==> src/rtl/xdma_pkg.sv <==
// Shared XDMA types: outbound data-accompany config and the grant receiver state encoding.
package xdma_pkg;

  typedef struct packed {
    logic dma_type;           // 1 = remote write
    logic ready_to_transfer;
  } to_remote_data_accompany_cfg_t;

  typedef enum logic [1:0] {
    StIdle,
    StWaitGrant,
    StStream,
    StWaitFinish
  } xdma_grant_state_e;

endpackage

==> src/rtl/xdma_grant_credit_counter.sv <==
// Saturating up/down counter banking grants returned by the next hop.
module xdma_grant_credit_counter #(
  parameter int unsigned MaxCount = 2,
  parameter int unsigned Width    = $clog2(MaxCount + 1)
) (
  input  logic             clk_i,
  input  logic             rst_ni,
  input  logic             inc_i,
  input  logic             dec_i,
  output logic [Width-1:0] count_o,
  output logic             full_o,
  output logic             nonzero_o
);

  localparam logic [Width-1:0] MaxVal = Width'(MaxCount);

  logic [Width-1:0] count_d, count_q;

  always_comb begin
    count_d = count_q;
    if (inc_i && !dec_i && (count_q != MaxVal)) begin
      count_d = count_q + 1'b1;
    end else if (dec_i && !inc_i && (count_q != '0)) begin
      count_d = count_q - 1'b1;
    end
  end

  always_ff @(posedge clk_i or negedge rst_ni) begin
    if (!rst_ni) begin
      count_q <= '0;
    end else begin
      count_q <= count_d;
    end
  end

  assign count_o   = count_q;
  assign full_o    = (count_q == MaxVal);
  assign nonzero_o = (count_q != '0);

endmodule

==> src/rtl/xdma_grant_receiver.sv <==
// Gates an outbound remote-write data stream until a grant from the next hop is held;
// early grants are banked as credits.
module xdma_grant_receiver
  import xdma_pkg::*;
#(
  parameter int unsigned MaxCredits   = 2,
  parameter int unsigned BeatCntWidth = 16
) (
  input  logic                          clk_i,
  input  logic                          rst_ni,
  input  to_remote_data_accompany_cfg_t to_remote_data_accompany_cfg_i,
  input  logic                          from_remote_grant_valid_i,
  output logic                          from_remote_grant_ready_o,
  input  logic                          data_valid_i,
  output logic                          data_ready_o,
  input  logic                          data_last_i,
  output logic                          data_valid_o,
  input  logic                          data_ready_i,
  output logic [BeatCntWidth-1:0]       beat_count_o,
  output logic                          busy_o
);

  localparam int unsigned CreditW = $clog2(MaxCredits + 1);

  xdma_grant_state_e       state_q;
  logic [BeatCntWidth-1:0] beat_q;
  logic [CreditW-1:0]      credit_count;
  logic                    credit_full, credit_nonzero;
  logic                    need_grant, rtt, grant_hs, consume, passing, out_hs;

  assign rtt        = to_remote_data_accompany_cfg_i.ready_to_transfer;
  assign need_grant = to_remote_data_accompany_cfg_i.dma_type & rtt;

  // Ready depends only on the registered count, so a full bank stays closed even while consuming.
  assign from_remote_grant_ready_o = ~credit_full;
  assign grant_hs                  = from_remote_grant_valid_i & ~credit_full;

  always_comb begin
    consume = 1'b0;
    case (state_q)
      StIdle:      consume = need_grant & credit_nonzero;
      StWaitGrant: consume = rtt & credit_nonzero;
      default:     consume = 1'b0;
    endcase
  end

  xdma_grant_credit_counter #(
    .MaxCount (MaxCredits),
    .Width    (CreditW)
  ) u_credit (
    .clk_i     (clk_i),
    .rst_ni    (rst_ni),
    .inc_i     (grant_hs),
    .dec_i     (consume),
    .count_o   (credit_count),
    .full_o    (credit_full),
    .nonzero_o (credit_nonzero)
  );

  // Non-remote-write traffic bypasses the gate entirely while idle.
  assign passing      = (state_q == StStream) |
                        ((state_q == StIdle) & ~to_remote_data_accompany_cfg_i.dma_type);
  assign data_valid_o = passing & data_valid_i;
  assign data_ready_o = passing & data_ready_i;
  assign out_hs       = (state_q == StStream) & data_valid_i & data_ready_i;

  always_ff @(posedge clk_i or negedge rst_ni) begin
    if (!rst_ni) begin
      state_q <= StIdle;
      beat_q  <= '0;
    end else begin
      case (state_q)
        StIdle: begin
          if (need_grant) begin
            if (credit_nonzero) begin
              state_q <= StStream;
              beat_q  <= '0;
            end else begin
              state_q <= StWaitGrant;
            end
          end
        end
        StWaitGrant: begin
          if (!rtt) begin
            state_q <= StIdle;
          end else if (credit_nonzero) begin
            state_q <= StStream;
            beat_q  <= '0;
          end
        end
        StStream: begin
          if (out_hs) begin
            beat_q <= beat_q + 1'b1;
            if (data_last_i) state_q <= StWaitFinish;
          end
        end
        StWaitFinish: begin
          if (!rtt) state_q <= StIdle;
        end
        default: state_q <= StIdle;
      endcase
    end
  end

  assign beat_count_o = beat_q;
  assign busy_o       = (state_q != StIdle);

  credit_bound: assert property (@(posedge clk_i) disable iff (!rst_ni)
    credit_count <= CreditW'(MaxCredits));

endmodule

==> config.mk <==
export PLATFORM = sky130hd
export DESIGN_NAME = xdma_grant_receiver
export DESIGN_NICKNAME = d
export VERILOG_FILES = /design/src/rtl/xdma_pkg.sv /design/src/rtl/xdma_grant_credit_counter.sv /design/src/rtl/xdma_grant_receiver.sv
export SDC_FILE = /design/constraint.sdc
export NUM_CORES = 1
export LEC_CHECK = 0
export CORE_MARGIN = 3
export CORE_UTILIZATION = 54
export CTS_BUF_LIST = sky130_fd_sc_hd__clkbuf_2 sky130_fd_sc_hd__clkbuf_4 sky130_fd_sc_hd__clkbuf_8
export CTS_CLUSTER_SIZE = 30
export DETAILED_ROUTE_END_ITERATION = 7
export PLACE_DENSITY_LB_ADDON = 0.1
export SETUP_SLACK_MARGIN = 0.05
export SYNTH_ARGS = -nofsm -noshare
export SYNTH_HDL_FRONTEND = slang
export SYNTH_SLANG_ARGS = --single-unit
==> constraint.sdc <==
create_clock -name clk_i -period 3.3 [get_ports clk_i]
set_clock_uncertainty 0.05 [all_clocks]
set_input_delay 0.33 -clock clk_i [delete_from_list [all_inputs] [get_ports clk_i]]
set_output_delay 0.33 -clock clk_i [all_outputs]
set_load 0.02 [all_outputs]
Yosys cells after proc, flatten, opt, wreduce, memory -nomap -nowiden
Index checks and enable logic that the tools add are counted.
{"block": "op_classes", "n_eq_ne": 11, "mux": 16, "n_addsub": 3, "n_bitwise": 12, "reduce_logical": 13}
{"operator": "$mux W16", "count": 4}
{"operator": "$pmux W16 S3", "count": 1}
{"operator": "$mux W2", "count": 9}
{"operator": "$add A16 B1 Y16 const B", "count": 1}
{"operator": "$ne A2 B2 Y1 const B", "count": 6}
{"operator": "$and A1 B1 Y1", "count": 9}
{"operator": "$pmux W2 S4", "count": 1}
{"operator": "$eq A2 B2 Y1 const B", "count": 3}
{"operator": "$reduce_bool A2 Y1", "count": 3}
{"operator": "$reduce_and A5 Y1", "count": 1}
{"operator": "$logic_and A1 B1 Y1", "count": 4}
{"operator": "$reduce_and A4 Y1", "count": 1}
{"operator": "$ne A3 B3 Y1 const B", "count": 1}
{"operator": "$reduce_bool A3 Y1", "count": 1}
{"operator": "$add A2 B1 Y2 const B", "count": 1}
{"operator": "$eq A2 B1 Y1 const B", "count": 1}
{"operator": "$logic_not A1 Y1", "count": 2}
{"operator": "$logic_not A2 Y1", "count": 1}
{"operator": "$not A1 Y1", "count": 2}
{"operator": "$pmux W1 S2", "count": 1}
{"operator": "$sub A2 B1 Y2 const B", "count": 1}
{"operator": "$or A1 B1 Y1", "count": 1}
{"block": "word_totals", "input_bits": 8, "output_inout_bits": 20, "ff_bits": 20}

Depth between registers and ports, before layout
{"block": "logic_depth", "ltp_word": 8, "ltp_mapped": 6}

Hierarchy
Synthesis repeated with hierarchy kept, for this count alone.
{"block": "unflattened", "hier_cells": 116, "hier_area_um2": 1094.8}
{"module": "xdma_grant_receiver", "cells_each": 102, "instances": 1, "seq_area_each_um2": 450.4, "area_each_um2": 969.7}
{"module": "xdma_grant_credit_counter", "cells_each": 14, "instances": 1, "seq_area_each_um2": 50.0, "area_each_um2": 125.1}

Worst setup path after synthesis
OpenSTA, ideal clock, no wires.
{"block": "synth_timing", "kind": "register to register", "startpoint": "register beat_q[0] (netlist: beat_count_o[0])", "endpoint": "register beat_q[10] (netlist: beat_count_o[10])", "t_arrival_ns": 1.616, "slack_ns": 1.556, "path_stages_with_launch": 7, "path_cell_list": "dfrtp_1 > ha_1 > and3_1 > and3_1 > nand3_2 > or3_1 > a21oi_1"}
{"block": "synth_via", "elab_chain_len": 3}
{"element": "from (decl)", "line_no": "xdma_grant_receiver.sv:26", "source": "logic [BeatCntWidth-1:0] beat_q;"}
{"element": "from (signal assigned)", "line_no": "xdma_grant_receiver.sv:93", "source": "beat_q <= beat_q + 1'b1;"}
{"element": "$add A16 B1 Y16", "line_no": "xdma_grant_receiver.sv:93"}
{"element": "$mux W16", "line_no": "xdma_grant_receiver.sv:92", "source": "if (out_hs) begin"}
{"element": "$pmux W16 S3", "line_no": "xdma_grant_receiver.sv:72", "source": "case (state_q)"}
Every way passes these cells. The select of a mux whose other input is x is not followed.
A chain may end at the register's enable or synchronous reset.

Final worst setup path
{"block": "layout_timing", "startpoint": "register state_q[1]", "endpoint": "output data_ready_o"}
{"block": "layout_via", "elab_chain_len": 4, "word_cells_on_any_way": 5, "classes_between": "eq/ne (1); bitwise (3); reduce/logical (1)"}
{"element": "from (decl)", "line_no": "xdma_grant_receiver.sv:25", "source": "xdma_grant_state_e state_q;"}
{"element": "from (signal assigned)", "line_no": "xdma_grant_receiver.sv:69", "source": "state_q <= StIdle;"}
{"element": "from (signal assigned)", "line_no": "xdma_grant_receiver.sv:76", "source": "state_q <= StStream;"}
{"element": "from (signal assigned)", "line_no": "xdma_grant_receiver.sv:79", "source": "state_q <= StWaitGrant;"}
{"element": "$logic_not A2 Y1", "line_no": "xdma_grant_receiver.sv:62", "source": "((state_q == StIdle) & ~to_remote_data_accompany_cfg_i.dma_type);"}
{"element": "$and A1 B1 Y1", "line_no": "xdma_grant_receiver.sv:62"}
{"element": "$or A1 B1 Y1 *", "line_no": "xdma_grant_receiver.sv:61", "source": "assign passing = (state_q == StStream) |"}
{"element": "$and A1 B1 Y1 *", "line_no": "xdma_grant_receiver.sv:64", "source": "assign data_ready_o = passing & data_ready_i;"}
{"element": "to (decl)", "line_no": "xdma_grant_receiver.sv:15", "source": "output logic data_ready_o,"}
Every way passes the cells marked *; elsewhere a longest branch is shown, timed or not.

==> impl_metrics.ini <==
[cells_and_area]
fin_util = 0.7959
final_area_sq_um = 1449
insertedDiodeCount = 0
drive_above_1_share = 0.08844
final_nets = 157
syn2layout_area_growth_pct = 32.80

[synthesis]
synth_ff_type = dfrtp_1
ys_seq_area_frac = 0.4587
syn_inst = 116
yosysUniqueCellTypes = 29
synth-seq-cells = 20
yosys_warnings = 0
synth_nets = 125
synth_edf_count = 0
syn_area_per_cell_sq_um = 9.406
async_flop_share = 1.000
netlist_area_sq_um = 1091

[critical_path]
reg2reg_from = state_q[1]$_DFFE_PN0P_
reg2regPathDepth = 5
worstPathMaxFanout = 6
crit_type = reg2out
r2r_slack_ns = 1.40
crit_path_start_kind = flip-flop
crit_required_ns = 2.92
startpoint = state_q[1]$_DFFE_PN0P_
endpoint_kind = output pin
r2r_end = beat_count_o[13]$_DFFE_PN0P_
cp_data_arrival_time_ns = 1.82

[power_and_ir_drop]
switching_share = 0.3835
internal-power_w = 0.0005754
power.density_nw_per_um2 = 644.2
pwr-share-comb = 0.422
p_seq_frac = 0.363
vdd_ir_drop_max_mv = 0.7287
switchingPower_w = 0.0003579
p_leak_nw = 0.6266
total_power_w = 0.0009333
power_frac_clock = 0.214

[timing]
period_share = 0.6652
finalSetupViolations = 0
finalHoldViolations = 0
worstMarginPinSlew_ns = 0.8897
relSlewSlack = 0.4050
rsz0062_at_grt = false
fin_crit_ns = 2.195
drv_slew = 0
timing.fmax_mhz = 455.6
setup-tns-final_ns = 0

[die]
ioPinCount = 28
core_area_sq_um = 1821
dieArea_sq_um = 2596
initial_utilization = 0.5993
num_rows = 15
die_x_um = 50.95
die_y_um = 50.95

[route]
totalWireLength_um = 2411
dr.first_iter.drc_count = 29
routed.top_layer = met4
routed-wl-met3_um = 87
vias = 978
vias_per_cell = 5.686
route.met2.wl_um = 1195
drc = 0
met1_length_um = 1091
antenna_left = 0
routedWlPerCell_um = 14.02
dr.pass1.iters = 4

[cts]
clockBufferDepth = 2
insertion_delay_ns = 0.30
ctsHtreeMaxLevel = 1
cts_tree = built
cts_root_buffer = clkbuf_4
cts_buffers = 3
hold_buffers = 0
post_cts_buffers = 0
clkSinkCount = 20
clk_pin_slew_ns = 0.13
cts_resized = 0

[global_routing]
grt_pass1_wl_um = 4146
overflow = 0
grt_max_degree = 21
antenna_found_initial = 0
gr-usage-all-layers = 0.2090
grt_pass1_vias = 969

[flow_run]
drv_cap = 0

[placed_design]
dp_hpwl_um = 1833
place_area_sq_um = 1396
portBuffers = 27
gp_congestion = 0.8245

[min_path]
holdCritPathClass = in2async

[run_status]
outcome = finished, final reports clean
-- layout by cell type (no fill, tap or decap), drive strengths merged --
cell type and count:
and3 4, nor2 17, clkdlybuf4s50 27, nor3b 1
ha 1, nand4 6, o21ai 8, xnor2 1
o211ai 1, dfrtp 20, bufinv 1, o22a 1
buf 1, nor3 3, inv 5, a21oi 9
a21boi 1, mux2 1, or3 6, xor2 7
clkbuf 3, and2 3, nand2b 2, a22oi 3
nor2b 1, a22o 1, nand2 8, nand3 5
-- power groups by stage --
stage | sequential [W] | combinational, W | clock [W]
2_1_floorplan | 0.000352 | 0.000246 | 0
3_3_place_gp | 0.000338 | 0.000382 | 0
3_5_place_dp | 0.000340 | 0.000393 | 0
4_1_cts | 0.000337 | 0.000395 | 0.000202
5_1_grt | 0.000346 | 0.000430 | 0.000216
6_report | 0.000339 | 0.000394 | 0.000200
-- stage by stage --
step / hold WS, ns / std cells / setup WS, ns
floorplan: -0.01559 / 116 / 1.557
global placement: 0.4875 / 168 / 1.131
detailed placement: 0.4945 / 168 / 1.080
CTS: 0.4897 / 172 / 1.113
global route: 0.5193 / 172 / 0.9843
finish: 0.4616 / 172 / 1.105
-- worst max path at each step --
stage / endpoint / slack [ns]
2_1_floorplan: beat_count_o[10]$_DFFE_PN0P_ / 1.56
3_3_place_gp: beat_count_o[13]$_DFFE_PN0P_ / 1.13
3_5_place_dp: beat_count_o[13]$_DFFE_PN0P_ / 1.08
4_1_cts: data_ready_o / 1.11
5_1_grt: data_valid_o / 0.98
6_report: data_ready_o / 1.10
-- registers in the layout (all words and copies together), names as in the netlist --
register	count
u_credit.count_o	2
state_q	2
beat_count_o	16
-- logic make-up (layout without fill, tap and decap cells) --
kind of cell | count (synthesis) | in the layout | synth area share
muxes | 1 | 1 | 0.01032
DFF | 20 | 20 | 0.4587
adders and majority gates | 1 | 1 | 0.01147
AOI/OAI and AO/OA | 24 | 24 | 0.1583
xor gates and xnor gates | 8 | 8 | 0.06422
and+or+nand+nor | 56 | 56 | 0.2764
buffers and inverters | 6 | 37 | 0.02064
-- worst max-delay path, stage by stage, from the launching register on --
cell and delay [ns]:
dfrtp_1 0.44, inv_1 0.12, a21oi_1 0.19, and2_1 0.16
clkdlybuf4s50_1 0.60
-- cell type report --
class	instances	area, sq um
clock buffer	3	22.52
inverter	5	18.77
timing repair buffer	28	277.8
multi-input combinational	90	568.0
clock inverter	1	30.03
fill	119	371.6
sequential	20	500.5
tap	25	31.28
-- layer usage --
| metal | vias up | track usage |
|---|---|---|
| met1 | 467 | 0.2566 |
| met5 | - | 0 |
| met3 | 4 | 0.03790 |
| met4 | 0 | 0.08969 |
| met2 | 28 | 0.3562 |
| li1 | 479 | - |
-- synth_stat cells (2+ instances only) --
cell type   n  share of area
xor2_1      7          0.056
dfrtp_1    20           0.46
a21oi_1     8          0.037
o21ai_0     8          0.037
nor2_1     17          0.058
nand2_1     8          0.028
or3_1       6          0.034
nor3_1      3          0.014
nand4_1     5          0.029
inv_1       5          0.017
a22oi_4     2          0.039
nand3_1     4          0.018
and2_1      3          0.017
and3_1      4          0.023
nand2b_1    2          0.011
Note: power is estimated with default switching activity, not from simulation.
